`config.mk`:
```
export PLATFORM = sky130hd
export DESIGN_NAME = muldiv_hilo_writer
export DESIGN_NICKNAME = d
export VERILOG_FILES = /design/src/rtl/muldiv_hilo_writer.sv
export SDC_FILE = /design/constraint.sdc
export NUM_CORES = 1
export LEC_CHECK = 0
export ABC_AREA = 1
export CORE_AREA = 2 2 177 266
export DETAILED_ROUTE_END_ITERATION = 6
export DIE_AREA = 0 0 179 268
export GPL_TIMING_DRIVEN = 0
export PLACE_DENSITY = 0.68
export SKIP_LAST_GASP = 1
export SLEW_MARGIN = 20
export SYNTH_ARGS = -nofsm -noshare
export SYNTH_HDL_FRONTEND = slang
export SYNTH_SLANG_ARGS = --single-unit
export TNS_END_PERCENT = 30
```
`constraint.sdc`:
```
create_clock -name clk -period 8.6 [get_ports clk]
set_input_delay 1.72 -clock clk [delete_from_list [all_inputs] [get_ports clk]]
set_output_delay 1.72 -clock clk [all_outputs]
set_load 0.01 [all_outputs]
```
`src/rtl/muldiv_hilo_writer.sv`:
```
// muldiv_hilo_writer: iterative MULT/MULTU/DIV/DIVU unit that writes HI/LO.
// Writes go to the HI/LO storage held in decode, through one-cycle strobes.
// Sequence: IDLE -> CALC (XLEN cycles) -> FIX (1) -> DONE (1) -> IDLE.
// Optional feature macro: MULDIV_MTHILO_EN enables a single-cycle MTHI/MTLO
// write path from IDLE. With the macro undefined, mt_hi, mt_lo and mt_data are ignored.
module muldiv_hilo_writer #(
  parameter int              XLEN       = 32,
  parameter logic [XLEN-1:0] DIVZERO_LO = {XLEN{1'b1}}
) (
  input  logic            clk,
  input  logic            rst,
  input  logic            start,
  input  logic [1:0]      op,
  input  logic [XLEN-1:0] a,
  input  logic [XLEN-1:0] b,
  input  logic            flush,
  input  logic            mt_hi,
  input  logic            mt_lo,
  input  logic [XLEN-1:0] mt_data,
  output logic            busy,
  output logic [XLEN-1:0] hi_data,
  output logic [XLEN-1:0] wb_data,
  output logic            hi_write,
  output logic            lo_write
);

  localparam int CNT_W = (XLEN > 1) ? $clog2(XLEN) : 1;

  typedef enum logic [1:0] {
    S_IDLE,
    S_CALC,
    S_FIX,
    S_DONE
  } state_t;

  // Per-operation control flags, captured when the op launches.
  typedef struct packed {
    logic is_div;   // divide (else multiply)
    logic neg_lo;   // negate product / quotient
    logic neg_rem;  // negate remainder (dividend was negative)
    logic div0;     // divisor is zero: result overridden
  } opctl_t;

  state_t            state;
  opctl_t            ctl;
  logic [CNT_W-1:0]  cnt;
  logic [XLEN-1:0]   a_raw;    // raw dividend, HI result on divide by zero
  logic [XLEN-1:0]   b_mag;    // multiplicand / divisor magnitude
  // acc_hi: upper product half (multiply) or partial remainder (divide).
  // acc_lo: multiplier shifting out (multiply) or dividend/quotient (divide).
  logic [XLEN-1:0]   acc_hi;
  logic [XLEN-1:0]   acc_lo;

  // Launch-time decode of operand magnitudes and sign handling.
  logic              op_signed;
  logic              sign_a;
  logic              sign_b;
  logic [XLEN-1:0]   a_mag_in;
  logic [XLEN-1:0]   b_mag_in;
  opctl_t            ctl_in;

  // Iteration datapath.
  logic [XLEN:0]     mul_sum;
  logic [XLEN:0]     div_shift;  // remainder shifted left with next dividend bit
  logic [XLEN:0]     div_diff;   // trial subtraction; MSB set means restore

  // Sign-fixed results presented in FIX.
  logic [2*XLEN-1:0] prod;
  logic [2*XLEN-1:0] prod_fix;
  logic [XLEN-1:0]   quo_fix;
  logic [XLEN-1:0]   rem_fix;
  logic [XLEN-1:0]   hi_res;
  logic [XLEN-1:0]   lo_res;

  // Operand decode: signed ops run on magnitudes, unsigned ops on raw values.
  always_comb begin
    op_signed     = op[0];
    sign_a        = op_signed & a[XLEN-1];
    sign_b        = op_signed & b[XLEN-1];
    a_mag_in      = sign_a ? (~a + 1'b1) : a;
    b_mag_in      = sign_b ? (~b + 1'b1) : b;
    ctl_in.is_div  = op[1];
    ctl_in.neg_lo  = sign_a ^ sign_b;
    ctl_in.neg_rem = sign_a;
    ctl_in.div0    = op[1] & (b == '0);
  end

  // One iteration step: shift-add for multiply, restoring step for divide.
  always_comb begin
    mul_sum   = {1'b0, acc_hi} + (acc_lo[0] ? {1'b0, b_mag} : {(XLEN+1){1'b0}});
    div_shift = {acc_hi, acc_lo[XLEN-1]};
    div_diff  = div_shift - {1'b0, b_mag};
  end

  // Sign correction and divide-by-zero override of the raw results.
  always_comb begin
    prod     = {acc_hi, acc_lo};
    prod_fix = ctl.neg_lo  ? (~prod + 1'b1)   : prod;
    quo_fix  = ctl.neg_lo  ? (~acc_lo + 1'b1) : acc_lo;
    rem_fix  = ctl.neg_rem ? (~acc_hi + 1'b1) : acc_hi;
    if (!ctl.is_div) begin
      hi_res = prod_fix[2*XLEN-1:XLEN];
      lo_res = prod_fix[XLEN-1:0];
    end else if (ctl.div0) begin
      hi_res = a_raw;
      lo_res = DIVZERO_LO;
    end else begin
      hi_res = rem_fix;
      lo_res = quo_fix;
    end
  end

`ifndef MULDIV_MTHILO_EN
  // Move-to inputs have no function in this build.
  logic mt_unused;
  assign mt_unused = ^{mt_hi, mt_lo, mt_data};
`endif

  // Control FSM, datapath registers and registered write strobes.
  always_ff @(posedge clk or posedge rst) begin
    if (rst) begin
      state    <= S_IDLE;
      ctl      <= '0;
      cnt      <= '0;
      a_raw    <= '0;
      b_mag    <= '0;
      acc_hi   <= '0;
      acc_lo   <= '0;
      busy     <= 1'b0;
      hi_data  <= '0;
      wb_data  <= '0;
      hi_write <= 1'b0;
      lo_write <= 1'b0;
    end else begin
      // Strobes are single-cycle unless re-asserted below.
      hi_write <= 1'b0;
      lo_write <= 1'b0;
      case (state)
        S_IDLE: begin
          if (flush) begin
            // Abort beats a same-cycle launch.
            state <= S_IDLE;
          end else if (start) begin
            ctl    <= ctl_in;
            a_raw  <= a;
            b_mag  <= b_mag_in;
            acc_hi <= '0;
            acc_lo <= a_mag_in;
            cnt    <= CNT_W'(XLEN - 1);
            busy   <= 1'b1;
            state  <= S_CALC;
          end
`ifdef MULDIV_MTHILO_EN
          else if (mt_hi || mt_lo) begin
            // Direct move: pulse only the matching strobe, no stall.
            if (mt_hi) begin
              hi_write <= 1'b1;
              hi_data  <= mt_data;
            end
            if (mt_lo) begin
              lo_write <= 1'b1;
              wb_data  <= mt_data;
            end
          end
`endif
        end

        S_CALC: begin
          if (flush) begin
            busy  <= 1'b0;
            state <= S_IDLE;
          end else begin
            if (ctl.is_div) begin
              if (div_diff[XLEN]) begin
                acc_hi <= div_shift[XLEN-1:0];
                acc_lo <= {acc_lo[XLEN-2:0], 1'b0};
              end else begin
                acc_hi <= div_diff[XLEN-1:0];
                acc_lo <= {acc_lo[XLEN-2:0], 1'b1};
              end
            end else begin
              acc_hi <= mul_sum[XLEN:1];
              acc_lo <= {mul_sum[0], acc_lo[XLEN-1:1]};
            end
            if (cnt == '0) begin
              state <= S_FIX;
            end else begin
              cnt <= cnt - CNT_W'(1);
            end
          end
        end

        S_FIX: begin
          if (flush) begin
            busy  <= 1'b0;
            state <= S_IDLE;
          end else begin
            hi_data  <= hi_res;
            wb_data  <= lo_res;
            hi_write <= 1'b1;
            lo_write <= 1'b1;
            state    <= S_DONE;
          end
        end

        S_DONE: begin
          // The strobe is already on the bus here; flush cannot retract it.
          busy  <= 1'b0;
          state <= S_IDLE;
        end

        default: begin
          busy  <= 1'b0;
          state <= S_IDLE;
        end
      endcase
    end
  end

endmodule
```
==> summary.txt <==
Synthesis
  – EDFF count, synth: 0
  – Synth top cells by count: nand2_1, inv_1, nor2_1
  – Ys flop type: dfrtp_1
  – Syn Nets: 3252
  – Number of synthesized register bits: 205
  – Distinct cell type count after synthesis: 53
  – Mean Syn Cell Area: 6.05 µm²
  – Sequential-to-total area share from yosys stat: 0.276
  – Synth Cell Area: 18600 µm²
  – Mapped Cells: 3072
  – Largest area contributor in the netlist: dfrtp_1
  – Share of flip-flops with an asynchronous set or reset: 1.00
  – Top post-synthesis cells by area: dfrtp_1, nand2_1, inv_1
  – Top-count cell post-synth: nand2_1
  – Yosys warns: 0
  – Synth top area share: 0.276

Timing
  – Part of the cycle the worst path needs: 0.519
  – Slew Limit Fails: 0
  – RSZ-0062 raised after global routing: no
  – Fmax: 224 MHz
  – Slew margin rel.: 0.148
  – Worst-Margin Slew: 1.26 ns
  – Clock skew: 0.0200 ns
  – # setup viols final: 0
  – Final worst setup slack: 4.14 ns
  – Min Tclk post-route: 4.46 ns
  – Hold Vio Cnt, Final: 0

Setup path
  – Worst-path maximum fanout: 10
  – Worst Path Arrival: 4.95 ns
  – CP delay by family, top: simple AND/OR/NAND/NOR gates
  – CP max-delay cell: a21oi_1
  – Critical path required time: 9.09 ns
  – Worst setup EP type: flip-flop
  – CP bufs+invs: 2
  – Crit Path Class: in2reg
  – Most used cell, CP: nand2_1
  – Critical Path Source Type: input port
  – Cell Chain, Critical Path: buf_2 > nor2_1 > clkbuf_1 > o21ai_0 > a21oi_1 > nand2_1 > nand2_1
  – CP max stage delay: 0.89 ns

Power and ir drop
  – Maximum vdd drop: 268 µV
  – Total power: 9.00 mW
  – P_leak: 11.0 nW
  – PD cells: 418 nW/µm²

Final layout
  – Nets: 3414
  – Final core utilization: 0.473
  – # fillers: 5002
  – Post-route cell area: 21500 µm²
  – Finished Layout Cells: 3838
  – P&R area growth vs syn: 15.8%
  – Share of layout cells above drive strength 1: 0.0388

Hold path
  – HP Class: reg2reg

Clocking
  – Worst-path clk slew: 0.06 ns
  – Num CTS Buffers: 23
  – Clock Latency Late Sink: 0.56 ns
  – H-tree Lvls: 1
  – Root Driver: clkbuf_16
  – PostCTS Resize Cnt: 0
  – Setup Fix Bufs, Post-CTS: 0
  – CTS tree: built
  – Max Buffers Root-to-Sink: 3
  – # hold bufs at CTS: 0
  – CTS sink count: 205

Place
  – Placed Area: 20700 µm²
  – Placed Cells: 3797
  – Pre-CTS setup slack: 4.19 ns
  – Dpl hpwl: 70300 µm
  – IO Port Bufs: 135
  – Routability congestion estimate from global placement: 1.04

Run
  – Max Cap Viol: 0

Die
  – Die Ht: 268 µm
  – Core ar.: 45500 µm²
  – Starting Density: 0.408
  – DIE WIDTH: 179 µm
  – # rows: 96
  – I/O pin cnt: 171
  – Die area: 48000 µm²

GRT
  – GRT Overall Usage: 0.368
  – Antenna violations before repair: 4
  – First-pass GRT wire length: 129000 µm
  – Largest net degree at the start of global routing: 99
  – Grt ovf: 0
  – Vias in the first global route: 21000

Routing
  – Final wirelength: 88000 µm
  – DRT Pass-1 Iters: 7
  – Remaining antenna violation count: 0
  – Drt wl/cell: 22.9 µm
  – Drt drc: 0
  – Number of vias per cell: 5.57
  – Via count: 21400
  – 1st-iter DRT viols: 1813

Status
  – Status: finished clean
[worst paths after layout]
| check | startpoint | to | slack [ns] | depth (start not counted) |
|---|---|---|---|---|
| worst max-delay path | flush | hi_data[11]$_DFFE_PP0P_ | 4.14 | 7 |
| worst min-delay path | hi_data[13]$_DFFE_PP0P_ | hi_data[13]$_DFFE_PP0P_ | 0.49 | 2 |
| worst max register to register | state[0]$_DFFE_PP0P_ | hi_data[11]$_DFFE_PP0P_ | 4.75 | 9 |
| worst min register to register | hi_data[13]$_DFFE_PP0P_ | hi_data[13]$_DFFE_PP0P_ | 0.49 | 2 |
| max in group asynchronous | rst | b_mag[26]$_DFFE_PP0P_ | 6.18 | 3 |
| min in group asynchronous | rst | wb_data[18]$_DFFE_PP0P_ | 1.54 | 2 |
[sequential cells by signal, summed over array words and instances, names as in the netlist]
| signal | cells |
|---|---|
| a_raw | 32 |
| acc_hi | 32 |
| acc_lo | 32 |
| b_mag | 32 |
| busy | 1 |
| cnt | 5 |
| ctl | 4 |
| hi_data | 32 |
| lo_write | 1 |
| state | 2 |
| wb_data | 32 |
[power by group]
part	leakage (nW)	switching, mW	internal [mW]
sequential	2.48	0.609	1.40
combinational	8.10	4.04	1.89
clock	0.380	0.450	0.613
[metal layers]
metal  vias up  track usage  part of all wire
met5         -            0           0.00024
met1      9910        0.367              0.33
met4         4        0.379              0.13
li1      10200            -                 -
met2       920        0.625              0.48
met3       407       0.0632             0.064
[cell usage in the layout, fill, tap and decap left out, types with 26 or more instances in the layout]
cell	synthesis	layout
o21ai_0	224	223
nand3_1	283	283
ha_1	74	74
nand4_1	26	26
clkbuf_1	77	78
nor2_1	315	315
dfrtp_1	205	205
inv_1	432	431
xor2_1	66	66
a21oi_1	217	217
nor3_1	28	27
nand2_1	901	901
clkdlybuf4s50_1	0	135
[cells by family (layout without fill, tap and decap cells)]
kind of cell / after synthesis / count (layout) / synth area share
XOR/XNOR: 77 / 77 / 0.0363
flip-flops: 205 / 205 / 0.276
other: 0 / 2 / 0
AO/OA/AOI/OAI: 528 / 528 / 0.151
buffers and inverters: 555 / 731 / 0.116
AND/OR/NAND/NOR: 1631 / 1631 / 0.369
adder cells (fa/ha/maj): 76 / 76 / 0.0520
[layout make-up]
class                      count  area [µm²]  share of cell area
timing repair buffer         137        1410              0.0653
sequential                   205        5130               0.238
tap                          588         736              0.0342
clock inverter                11         143             0.00663
multi-input combinational   2312       11300               0.526
inverter                     446        1680              0.0782
antenna                        2        5.00            0.000233
clock buffer                  28         634              0.0295
buffer                       109         474              0.0220
[stage by stage]
stage | TNS, ns | hold slack (ns)
3_3_place_gp | -344.28 | 0.469
6_report | 0 | 0.487
2_1_floorplan | 0 | 0.437
4_1_cts | 0 | 0.486
5_1_grt | 0 | 0.493
3_5_place_dp | 0 | 0.469
[worst reg2reg max path, stage by stage (launching register included)]
cell      delay, ns
dfrtp_1        0.37
inv_1          0.13
ha_1           0.19
inv_1          0.06
nor2_1         0.84
clkbuf_1       0.67
o21ai_0        0.31
a21oi_1        0.89
nand2_1        0.23
nand2_1        0.10
Note: power is estimated with default switching activity, not from simulation.
